## src/rtl/pe_result_drain.sv

```systemverilog
// ---------------------------------------------------------------------------
// pe_result_drain
//   Captures NUM_MACS signed accumulator lanes from a processing element.
//   Each lane is requantized (arithmetic right shift plus saturation to
//   DATA_WIDTH) and streamed out one lane per beat on a valid/ready
//   interface. Every output comes from registered state, so there is no
//   combinational path from out_ready to any output.
//
//   Optional feature macro: DRAIN_ROUND_EN
//     defined   : round half up (add 2^(shift-1) before the shift, shift>0)
//     undefined : truncate toward negative infinity
//
// Ports
//   clk              : clock, rising edge
//   rst              : synchronous reset, active low
//   capture          : one-cycle strobe, samples mac_results_flat and shift
//   mac_results_flat : NUM_MACS lanes of 2*DATA_WIDTH signed bits, lane 0 at LSBs
//   shift            : requantization right-shift amount
//   out_data         : requantized, saturated lane value
//   out_lane         : index of the lane on out_data
//   out_valid        : beat valid
//   out_ready        : downstream ready
//   out_last         : beat carries lane NUM_MACS-1
//   out_sat          : out_data was clamped
//   busy             : draining in progress
//   overrun          : sticky, a capture arrived mid-drain and was dropped
// ---------------------------------------------------------------------------
module pe_result_drain #(
    parameter  int DATA_WIDTH = 16,
    parameter  int NUM_MACS   = 4,
    localparam int SHIFT_W    = $clog2(2*DATA_WIDTH),
    localparam int LANE_W     = (NUM_MACS > 1) ? $clog2(NUM_MACS) : 1
) (
    input  logic                             clk,
    input  logic                             rst,
    input  logic                             capture,
    input  logic [NUM_MACS*2*DATA_WIDTH-1:0] mac_results_flat,
    input  logic [SHIFT_W-1:0]               shift,
    output logic signed [DATA_WIDTH-1:0]     out_data,
    output logic [LANE_W-1:0]                out_lane,
    output logic                             out_valid,
    input  logic                             out_ready,
    output logic                             out_last,
    output logic                             out_sat,
    output logic                             busy,
    output logic                             overrun
);

    localparam int ACC_W = 2*DATA_WIDTH;
    localparam int EXT_W = ACC_W + 1;

    localparam logic signed [EXT_W-1:0] SAT_MAX =
        {{(EXT_W-DATA_WIDTH+1){1'b0}}, {(DATA_WIDTH-1){1'b1}}};
    localparam logic signed [EXT_W-1:0] SAT_MIN =
        {{(EXT_W-DATA_WIDTH+1){1'b1}}, {(DATA_WIDTH-1){1'b0}}};

    typedef enum logic {
        ST_IDLE,
        ST_DRAIN
    } state_t;

    state_t                    r_state;
    state_t                    w_state_nxt;
    logic signed [ACC_W-1:0]   r_buf [NUM_MACS];
    logic [SHIFT_W-1:0]        r_shift;
    logic [LANE_W-1:0]         r_idx;
    logic                      r_overrun;

    logic                      w_last;
    logic                      w_load;
    logic                      w_advance;
    logic                      w_ovr_set;

    logic signed [EXT_W-1:0]   w_ext;
    logic signed [EXT_W-1:0]   w_pre;
    logic signed [EXT_W-1:0]   w_shr;
    logic                      w_sat_hi;
    logic                      w_sat_lo;

    assign w_last = (r_idx == LANE_W'(NUM_MACS-1));

    // ---------------- state register ----------------
    always_ff @(posedge clk) begin
        if (!rst) begin
            r_state <= ST_IDLE;
        end else begin
            r_state <= w_state_nxt;
        end
    end

    // ---------------- next state and outputs ----------------
    always_comb begin
        w_state_nxt = r_state;
        w_load      = 1'b0;
        w_advance   = 1'b0;
        w_ovr_set   = 1'b0;
        out_valid   = 1'b0;
        busy        = 1'b0;
        out_last    = 1'b0;
        out_sat     = 1'b0;
        out_data    = '0;
        out_lane    = r_idx;
        case (r_state)
            ST_IDLE: begin
                if (capture) begin
                    w_load      = 1'b1;
                    w_state_nxt = ST_DRAIN;
                end
            end
            ST_DRAIN: begin
                out_valid = 1'b1;
                busy      = 1'b1;
                out_last  = w_last;
                out_sat   = w_sat_hi | w_sat_lo;
                out_data  = w_sat_hi ? SAT_MAX[DATA_WIDTH-1:0] :
                            w_sat_lo ? SAT_MIN[DATA_WIDTH-1:0] :
                                       w_shr[DATA_WIDTH-1:0];
                if (out_ready) begin
                    if (w_last) begin
                        // A capture on the final transfer reloads back-to-back.
                        if (capture) begin
                            w_load = 1'b1;
                        end else begin
                            w_state_nxt = ST_IDLE;
                        end
                    end else begin
                        w_advance = 1'b1;
                        w_ovr_set = capture;
                    end
                end else begin
                    w_ovr_set = capture;
                end
            end
            default: w_state_nxt = ST_IDLE;
        endcase
    end

    // ---------------- requantization of the presented lane ----------------
    always_comb begin
        w_ext = {r_buf[r_idx][ACC_W-1], r_buf[r_idx]};
`ifdef DRAIN_ROUND_EN
        // (1 << shift) >> 1 is 2^(shift-1), and zero when shift is 0;
        // the extra sign bit keeps the sum from overflowing.
        w_pre = w_ext + $signed((EXT_W'(1) << r_shift) >> 1);
`else
        w_pre = w_ext;
`endif
        w_shr    = w_pre >>> r_shift;
        w_sat_hi = (w_shr > SAT_MAX);
        w_sat_lo = (w_shr < SAT_MIN);
    end

    // ---------------- lane buffer, index, shift, overrun ----------------
    always_ff @(posedge clk) begin
        if (!rst) begin
            r_idx     <= '0;
            r_shift   <= '0;
            r_overrun <= 1'b0;
            for (int unsigned i = 0; i < NUM_MACS; i++) begin
                r_buf[i] <= '0;
            end
        end else begin
            if (w_ovr_set) begin
                r_overrun <= 1'b1;
            end
            if (w_load) begin
                for (int unsigned i = 0; i < NUM_MACS; i++) begin
                    r_buf[i] <= $signed(mac_results_flat[i*ACC_W +: ACC_W]);
                end
                r_shift <= shift;
                r_idx   <= '0;
            end else if (w_advance) begin
                r_idx <= r_idx + 1'b1;
            end
        end
    end

    assign overrun = r_overrun;

endmodule

```

## config.mk

```make
export PLATFORM = sky130hd
export DESIGN_NAME = pe_result_drain
export DESIGN_NICKNAME = d
export VERILOG_FILES = /design/src/rtl/pe_result_drain.sv
export SDC_FILE = /design/constraint.sdc
export NUM_CORES = 1
export LEC_CHECK = 0
export BUFFER_PORTS_ARGS = -buffer_cell sky130_fd_sc_hd__buf_4
export CAP_MARGIN = 20
export CORE_MARGIN = 2
export CORE_UTILIZATION = 35
export DETAILED_ROUTE_END_ITERATION = 10
export GPL_TIMING_DRIVEN = 1
export PLACE_DENSITY_LB_ADDON = 0.2
export SKIP_CTS_REPAIR_TIMING = 1
export SYNTH_ARGS = -nofsm -noshare
export SYNTH_HDL_FRONTEND = slang
export SYNTH_SLANG_ARGS = --single-unit
```

## constraint.sdc

```tcl
create_clock -name clk -period 4.37 [get_ports clk]
set_input_delay 0.874 -clock clk [delete_from_list [all_inputs] [get_ports clk]]
set_output_delay 0.874 -clock clk [all_outputs]
set_load 0.05 [all_outputs]
```

Yosys cells after proc, flatten, opt, wreduce, memory -nomap -nowiden
Memories as Yosys holds them, arrays and structs flattened. A register that Yosys moved wholly into a read port is not among the register bits.
Index checks and enable logic that the tools add are counted.
Cells by class
  shift-type cells: 1
  bitwise logic cells: 7
  add/sub/neg operators: 1
  $lt $le $gt $ge: 2
  equality and inequality tests: 1
  reduce and logical (&&, ||, !) cells: 1
  multiplexer cells: 29
Operators by type and width (count)
  $mux W32: 4
  $mux W16: 3
  $gt A33 B16 Y1 const B: 1
  $lt A33 B16 Y1 const B: 1
  $sshr A32 B5 Y33: 1
  $mux W1: 18
  $or A1 B1 Y1: 5
  $mux W2: 2
  $pmux W1 S2: 2
  $add A2 B1 Y2 const B: 1
  $eq A2 B2 Y1 const B: 1
  $not A1 Y1: 2
  $reduce_or A2 Y1: 1
Storage, ports and cells
  register bits: 9
  word-level logic and storage cells: 47
  output and inout port bits: 23
  input bits: 137
  bits in writable memories: 128
  memories: 1
Memories
  r_buf: words 4, width 32, rd ports 1, clocked after Yosys merged registers in 1, wr ports 4, line 64  | logic signed [ACC_W-1:0] r_buf [NUM_MACS];

Logic depth before layout (Yosys ltp)
Gate-level depths: netlist (run 1).
  depth after elaboration: 8
  depth in mapped cells: 13
  gate-level depth less buffers: 8

Worst setup path before layout (run 1)
Ideal clock, no wire load.
  kind: register -> output
  start: register (tool-made name)
  end: output out_data[0]
  path buffers: 2
  data required time: 3496 ps
  path slack: -321 ps
  data arrival time: 3817 ps
  stages on the path, launching flop included: 11
  path through: dfxtp_1 buf_6 buf_12 mux2i_1 mux4_2 mux4_2 or4_1 nor3_2 o2111a_2 a31oi_4 o21ai_0
RTL lines
  end: declaration: line 39  | output logic signed [DATA_WIDTH-1:0] out_data,

==> metrics.md, run 1 <==
| Metric | Value |
|---|---|
| Mapped Area | 0.00808 mm^2 |
| Synth cell types | 64 |
| DR vias | 6064 |
| Leakage Power | 0.00421 uW |
| Max-Cap Viols | 0 |
| Mapped Cells | 666 |
| Ports | 160 |
| First-pass GRT wire length | 34.2 mm |
| Outcome | complete, but fails checks |
| Clk_lat worst skew | 420 ps |
| Crit path kind | flop to output port |
| Die width | 156 um |
| Drt first pass iters | 5 |
| Most frequent cells in the layout | buf_4, and2_1, edfxtp_1 |
| Top achievable clock speed | 220 MHz |
| Ratio of cells with drive above 1 in the final layout | 39.9% |
| CTS sink cnt | 139 |
| Vias in the first global route | 6186 |
| Setup TNS | -2570 ps |
| Area of the multi-input gates | 0.00387 mm^2 |
| CP Data Required Time | 3500 ps |
| Post-Place Cells | 1106 |
| Dpl hpwl | 17.0 mm |
| Commonest non-fill, non-tap cell in the layout | buf_4 |
| Asr flop ratio synth | 0% |
| Hold-critical path depth | 2 |
| # diodes | 0 |
| Reg2Reg Depth | 7 |
| Final setup fails | 16 |
| Standard-cell row count | 55 |
| Area Overhead vs Synth | 32.3% |
| Transition time of the tightest slew-check pin | 810 ps |
| Arrival time at the worst endpoint | 3680 ps |
| Crit path cell chain | clkbuf_16, buf_6, mux4_2, mux2_4, mux2i_1, mux2_4, a32oi_1, or4_4, o31ai_4, buf_12, o21ai_0, buf_4 |
| Reg-to-reg setup timing slack | 2340 ps |
| RSZ-0062 raised after global routing | true |
| Fillcell total | 2060 |
| Flops & latches, synth | 139 |
| Hold WC Path Type | flop to flop |
| Seq. cell area | 0.00408 mm^2 |
| Max-slew headroom | 45.9% |
| Final net count | 992 |
| Clk root buf | clkbuf_16 |
| H-tree depth | 4 |
| Crit end category | output port |
| Input/output buffers | 159 |
| Worst hold slack | 517 ps |
| Main synth FF type | edfxtp_1 |
| Total gr overflow | 0 |
| Post-layout util | 47.2% |
| Routability cong. | 0.882 |
| Clk slew on worst S/H paths | 60 ps |
| Initial antenna violation count | 0 |
| YS warnings | 0 |
| Final cycle utilization of the critical path | 104% |
| Starting DRT DRC Count | 421 |
| Die Y | 156 um |
| Number of flops mapped to enable cells by yosys | 128 |
| Clock Skew | 10.2 ps |
| Crit path time final | 4550 ps |
| Syn Nets | 804 |
| Post-DR vias/cell | 5.27 |
| Final number of hold-violating endpoints | 0 |
| Peak VDD IR | 0.175 mV |
| Avg Synthesized Cell Area | 12.1 um^2 |
| Largest fanout on the critical path | 8 |
| Final worst slack | -180 ps |
| CP Launch Type | flop |
| Pin count of the biggest net entering global routing | 123 |
| Initial core utilization | 35.7% |
| CTS tree | built |
| Dpl ws | 141 ps |
| CTS max path bufs | 2 |
| Drt drc | 0 |
| Wire per inst | 19.4 um |
| Core Area | 0.0226 mm^2 |
| Fin. max-slew vios | 0 |
| Worst path max stage delay | 580 ps |
| Detail Route Antenna Nets | 0 |
| Die Area | 0.0243 mm^2 |
| Register area share after synthesis | 50.3% |
| CP max-delay cell | mux4_2 |
| Finished Layout Cells | 1150 |
| WL final | 22.3 mm |
| CP dominant cell by count | mux2_4 |
| Total track usage | 18.6% |
| Cts bufs inserted | 17 |
| Violated checks | negative setup slack |
| Power per cell area | 358 mW/mm^2 |
==> worst max-delay path: cells and delay by family, from the launching register on <==
kind	cells	cell delay (ps)
AO/OA/AOI/OAI	3	490
buffers and inverters	4	630
flip-flops	1	380
multiplexers	4	1200
AND/OR/NAND/NOR	1	560
==> Yosys cell counts, drive strengths merged, types with 5 or more instances <==
library cell,n,area (um^2)
o221ai,5,43.8
nor2,27,101
a21oi,19,95.1
a31oi,5,46.3
or2,5,31.3
dfxtp,11,220
edfxtp,128,3840
mux2i,47,474
and2,136,851
nand2,41,154
mux2,19,214
nor3,7,40.0
a22o,6,52.6
buf,21,138
a22oi,6,45.0
clkbuf,31,116
o211ai,5,37.5
a211oi,7,52.6
mux4,33,773
o22ai,14,87.6
o21ai,33,203
inv,6,22.5
==> flip-flops by register name, summed over array words and instances (netlist names), named ones only <==
signal	flops
r_shift	5
r_buf	128
r_state	1
overrun	1
out_lane	2
==> cells by family after synthesis <==
group,synth area share (%)
adders and majority gates,0.155
and+or+nand+nor,16.5
AOI/OAI and AO/OA,11.4
muxes,18.1
DFF,50.3
xor gates and xnor gates,0.108
buffers and inverters,3.47
==> path summary, 6_finish.rpt <==
path	endpoint	start
worst max-delay path	out_data[3]	flop
worst min-delay path	overrun	overrun
worst max register to register	r_buf[1][5]	out_lane[0]
worst min register to register	overrun	overrun
==> layout make-up <==
| class | count | share of cell area (%) |
|---|---|---|
| inverter | 7 | 0.269 |
| clock buffer | 19 | 4.05 |
| tap | 285 | 3.34 |
| multi-input combinational | 468 | 36.2 |
| clock inverter | 11 | 0.925 |
| timing repair buffer | 221 | 17.1 |
| sequential | 139 | 38.1 |
==> per-stage QoR <==
step | area [um^2] | power (uW)
final | 10700 | 3830
after global routing | 10700 | 3980
after CTS | 10300 | 3780
after detailed placement | 9820 | 2450
after global placement | 9820 | 2450
after floorplan | 8080 | 2120
==> routing by layer <==
layer / wire length (um) / global-route usage (%)
met1: 10300 / 25.9
met2: 10500 / 29.2
met3: 1020 / 2.89
met4: 504 / 7.08
met5: 0 / 0
==> power breakdown <==
group / total (uW) / switching [uW] / internal [uW]
clock: 1330 / 552 / 774
sequential: 1610 / 48.8 / 1560
combinational: 894 / 483 / 411
(Power assumes the default switching activity.)
==> run 2: changes to the inputs <==
CORE_UTILIZATION = 45   (was 35)
==> run 2 against run 1 <==
Net effect: first-iteration DRC count rose by 26%; cell count fell by 5.9%; via count barely moved; combinational power fell by 3.4%; largest power group unchanged; the run still ends with negative setup slack left; sequential power barely moved; die area fell by 22%; core utilization rose by 13 points; final area fell by 1.9%; register-to-register slack got worse by 370 ps; clock skew rose by 2.4 ps; worst hold slack got worse by 4.7 ps.
==> metrics.md, run 2 (synthesis results as in run 1) <==
| Metric | Value |
|---|---|
| Fillcell total | 1393 (-32%) |
| Final instance area | 0.0105 mm^2 (-1.9%) |
| Final worst slack | -300 ps (-121 ps) |
| Ratio of cells with drive above 1 in the final layout | 38.6% (-1.3 points) |
| Routability cong. | 0.936 (+6.1%) |
| Clock Skew | 12.6 ps (+2.38 ps) |
| Crit path time final | 4670 ps (+121 ps) |
| Clk root buf | clkbuf_16 |
| Final setup fails | 16 (unchanged) |
| Final number of hold-violating endpoints | 0 (unchanged) |
| Max-Cap Viols | 0 (unchanged) |
| CTS sink cnt | 139 (unchanged) |
| Wire per inst | 19.6 um (+1.0%) |
| Largest fanout on the critical path | 8 (unchanged) |
| Power per cell area | 374 mW/mm^2 (+4.4%) |
| Transition time of the tightest slew-check pin | 789 ps (-22.0 ps) |
| Top achievable clock speed | 214 MHz (-2.6%) |
| Core Area | 0.0174 mm^2 (-23%) |
| WL final | 21.2 mm (-5.0%) |
| Dpl hpwl | 15.8 mm (-6.9%) |
| H-tree depth | 4 (unchanged) |
| CP Launch Type | flop |
| RSZ-0062 raised after global routing | true |
| Die Area | 0.0190 mm^2 (-22%) |
| Peak VDD IR | 0.266 mV (+52%) |
| CTS tree | built |
| Standard-cell row count | 48 (-13%) |
| Total gr overflow | 0 (unchanged) |
| Die Y | 138 um (-12%) |
| Arrival time at the worst endpoint | 3800 ps (+120 ps) |
| Crit end category | output port |
| DR vias | 6065 (+0.016%) |
| Starting DRT DRC Count | 529 (+26%) |
| Reg-to-reg setup timing slack | 1970 ps (-370 ps) |
| # diodes | 0 (unchanged) |
| Fin. max-slew vios | 0 (unchanged) |
| Dpl cell area | 0.00967 mm^2 (-1.5%) |
| Most flops, register | r_buf |
| Leakage Power | 0.00417 uW (-0.90%) |
| Area Overhead vs Synth | 29.9% |
| Drt first pass iters | 5 (unchanged) |
| Ports | 160 (unchanged) |
| Crit path kind | flop to output port |
| Largest register FFs | 128 (unchanged) |
| Vias in the first global route | 6002 (-3.0%) |
| Clk slew on worst S/H paths | 60 ps (about the same) |
| Drt drc | 0 (unchanged) |
| Final cycle utilization of the critical path | 107% (+2.8 points) |
| Violated checks | negative setup slack |
| Commonest non-fill, non-tap cell in the layout | buf_4 |
| Max-slew headroom | 47.4% (+1.5 points) |
| CTS max path bufs | 2 (unchanged) |
| Clk_lat worst skew | 430 ps (about the same) |
| Hold WC Path Type | flop to flop |
| Most frequent cells in the layout | buf_4, and2_1, edfxtp_1 |
| Pin count of the biggest net entering global routing | 93 (-24%) |
| CP Data Required Time | 3500 ps (about the same) |
| Worst hold slack | 512 ps (-4.71 ps) |
| Outcome | complete, but fails checks |
| Final net count | 982 (-1.0%) |
| Cts bufs inserted | 17 (unchanged) |
| Detail Route Antenna Nets | 0 (unchanged) |
| Post-layout util | 60.2% (+13 points) |
| Total track usage | 22.7% (+4.2 points) |
| Die width | 138 um (-12%) |
| Input/output buffers | 159 (unchanged) |
| Post-DR vias/cell | 5.61 (+6.3%) |
| First-pass GRT wire length | 32.3 mm (-5.7%) |
| Initial core utilization | 46.4% (+11 points) |
| Initial antenna violation count | 0 (unchanged) |
run 2: critical path, cell delays in order, from the launching register on:
cell      delay (ps)
dfxtp_4          370
buf_12           150
buf_6            110
mux4_2           400
mux2i_4          100
buf_6            140
mux4_2           500
or4_4            550
nor3_2           180
o2111a_2         280
a31oi_4          180
o21ai_2          210
buf_6            170
run 2: routing by layer:
| layer | up-vias | global-route usage (%) | wire length (um) |
|---|---|---|---|
| li1 | 2886 | - | - |
| met2 | 253 | 35.8 | 10200 |
| met1 | 2900 | 31.3 | 9450 |
| met5 | - | 0 | 0 |
| met3 | 26 | 4.64 | 1230 |
| met4 | 0 | 8.05 | 360 |
run 2: final timing paths:
check,from,to,cells past startpoint
setup / recovery,flop,out_data[14],12
hold reg to reg,overrun,overrun,2
setup reg to reg,out_lane[0],r_shift[0],7
hold / removal,overrun,overrun,2
run 2: layout make-up:
class | instances | area (um^2) | area share [%]
sequential | 139 | 4070 | 38.8
multi-input combinational | 469 | 3800 | 36.3
timing repair buffer | 210 | 1700 | 16.2
clock buffer | 17 | 425 | 4.06
tap | 225 | 282 | 2.68
clock inverter | 15 | 176 | 1.68
inverter | 7 | 28.8 | 0.274
run 2: stage by stage:
step / instances / setup slack (ps) / total power, uW / setup TNS, ps
after floorplan: 666 / -321 / 2120 / -1610
after global placement: 1041 / 105 / 2420 / 0
after detailed placement: 1041 / 9.33 / 2430 / 0
after CTS: 1073 / -472 / 3900 / -6210
after global routing: 1082 / -427 / 4070 / -6300
final: 1082 / -300 / 3920 / -4530
run 2: power by group:
group	switching [uW]	total (uW)	internal, uW
clock network	639	1460	820
registers	41.9	1600	1560
logic	477	864	387
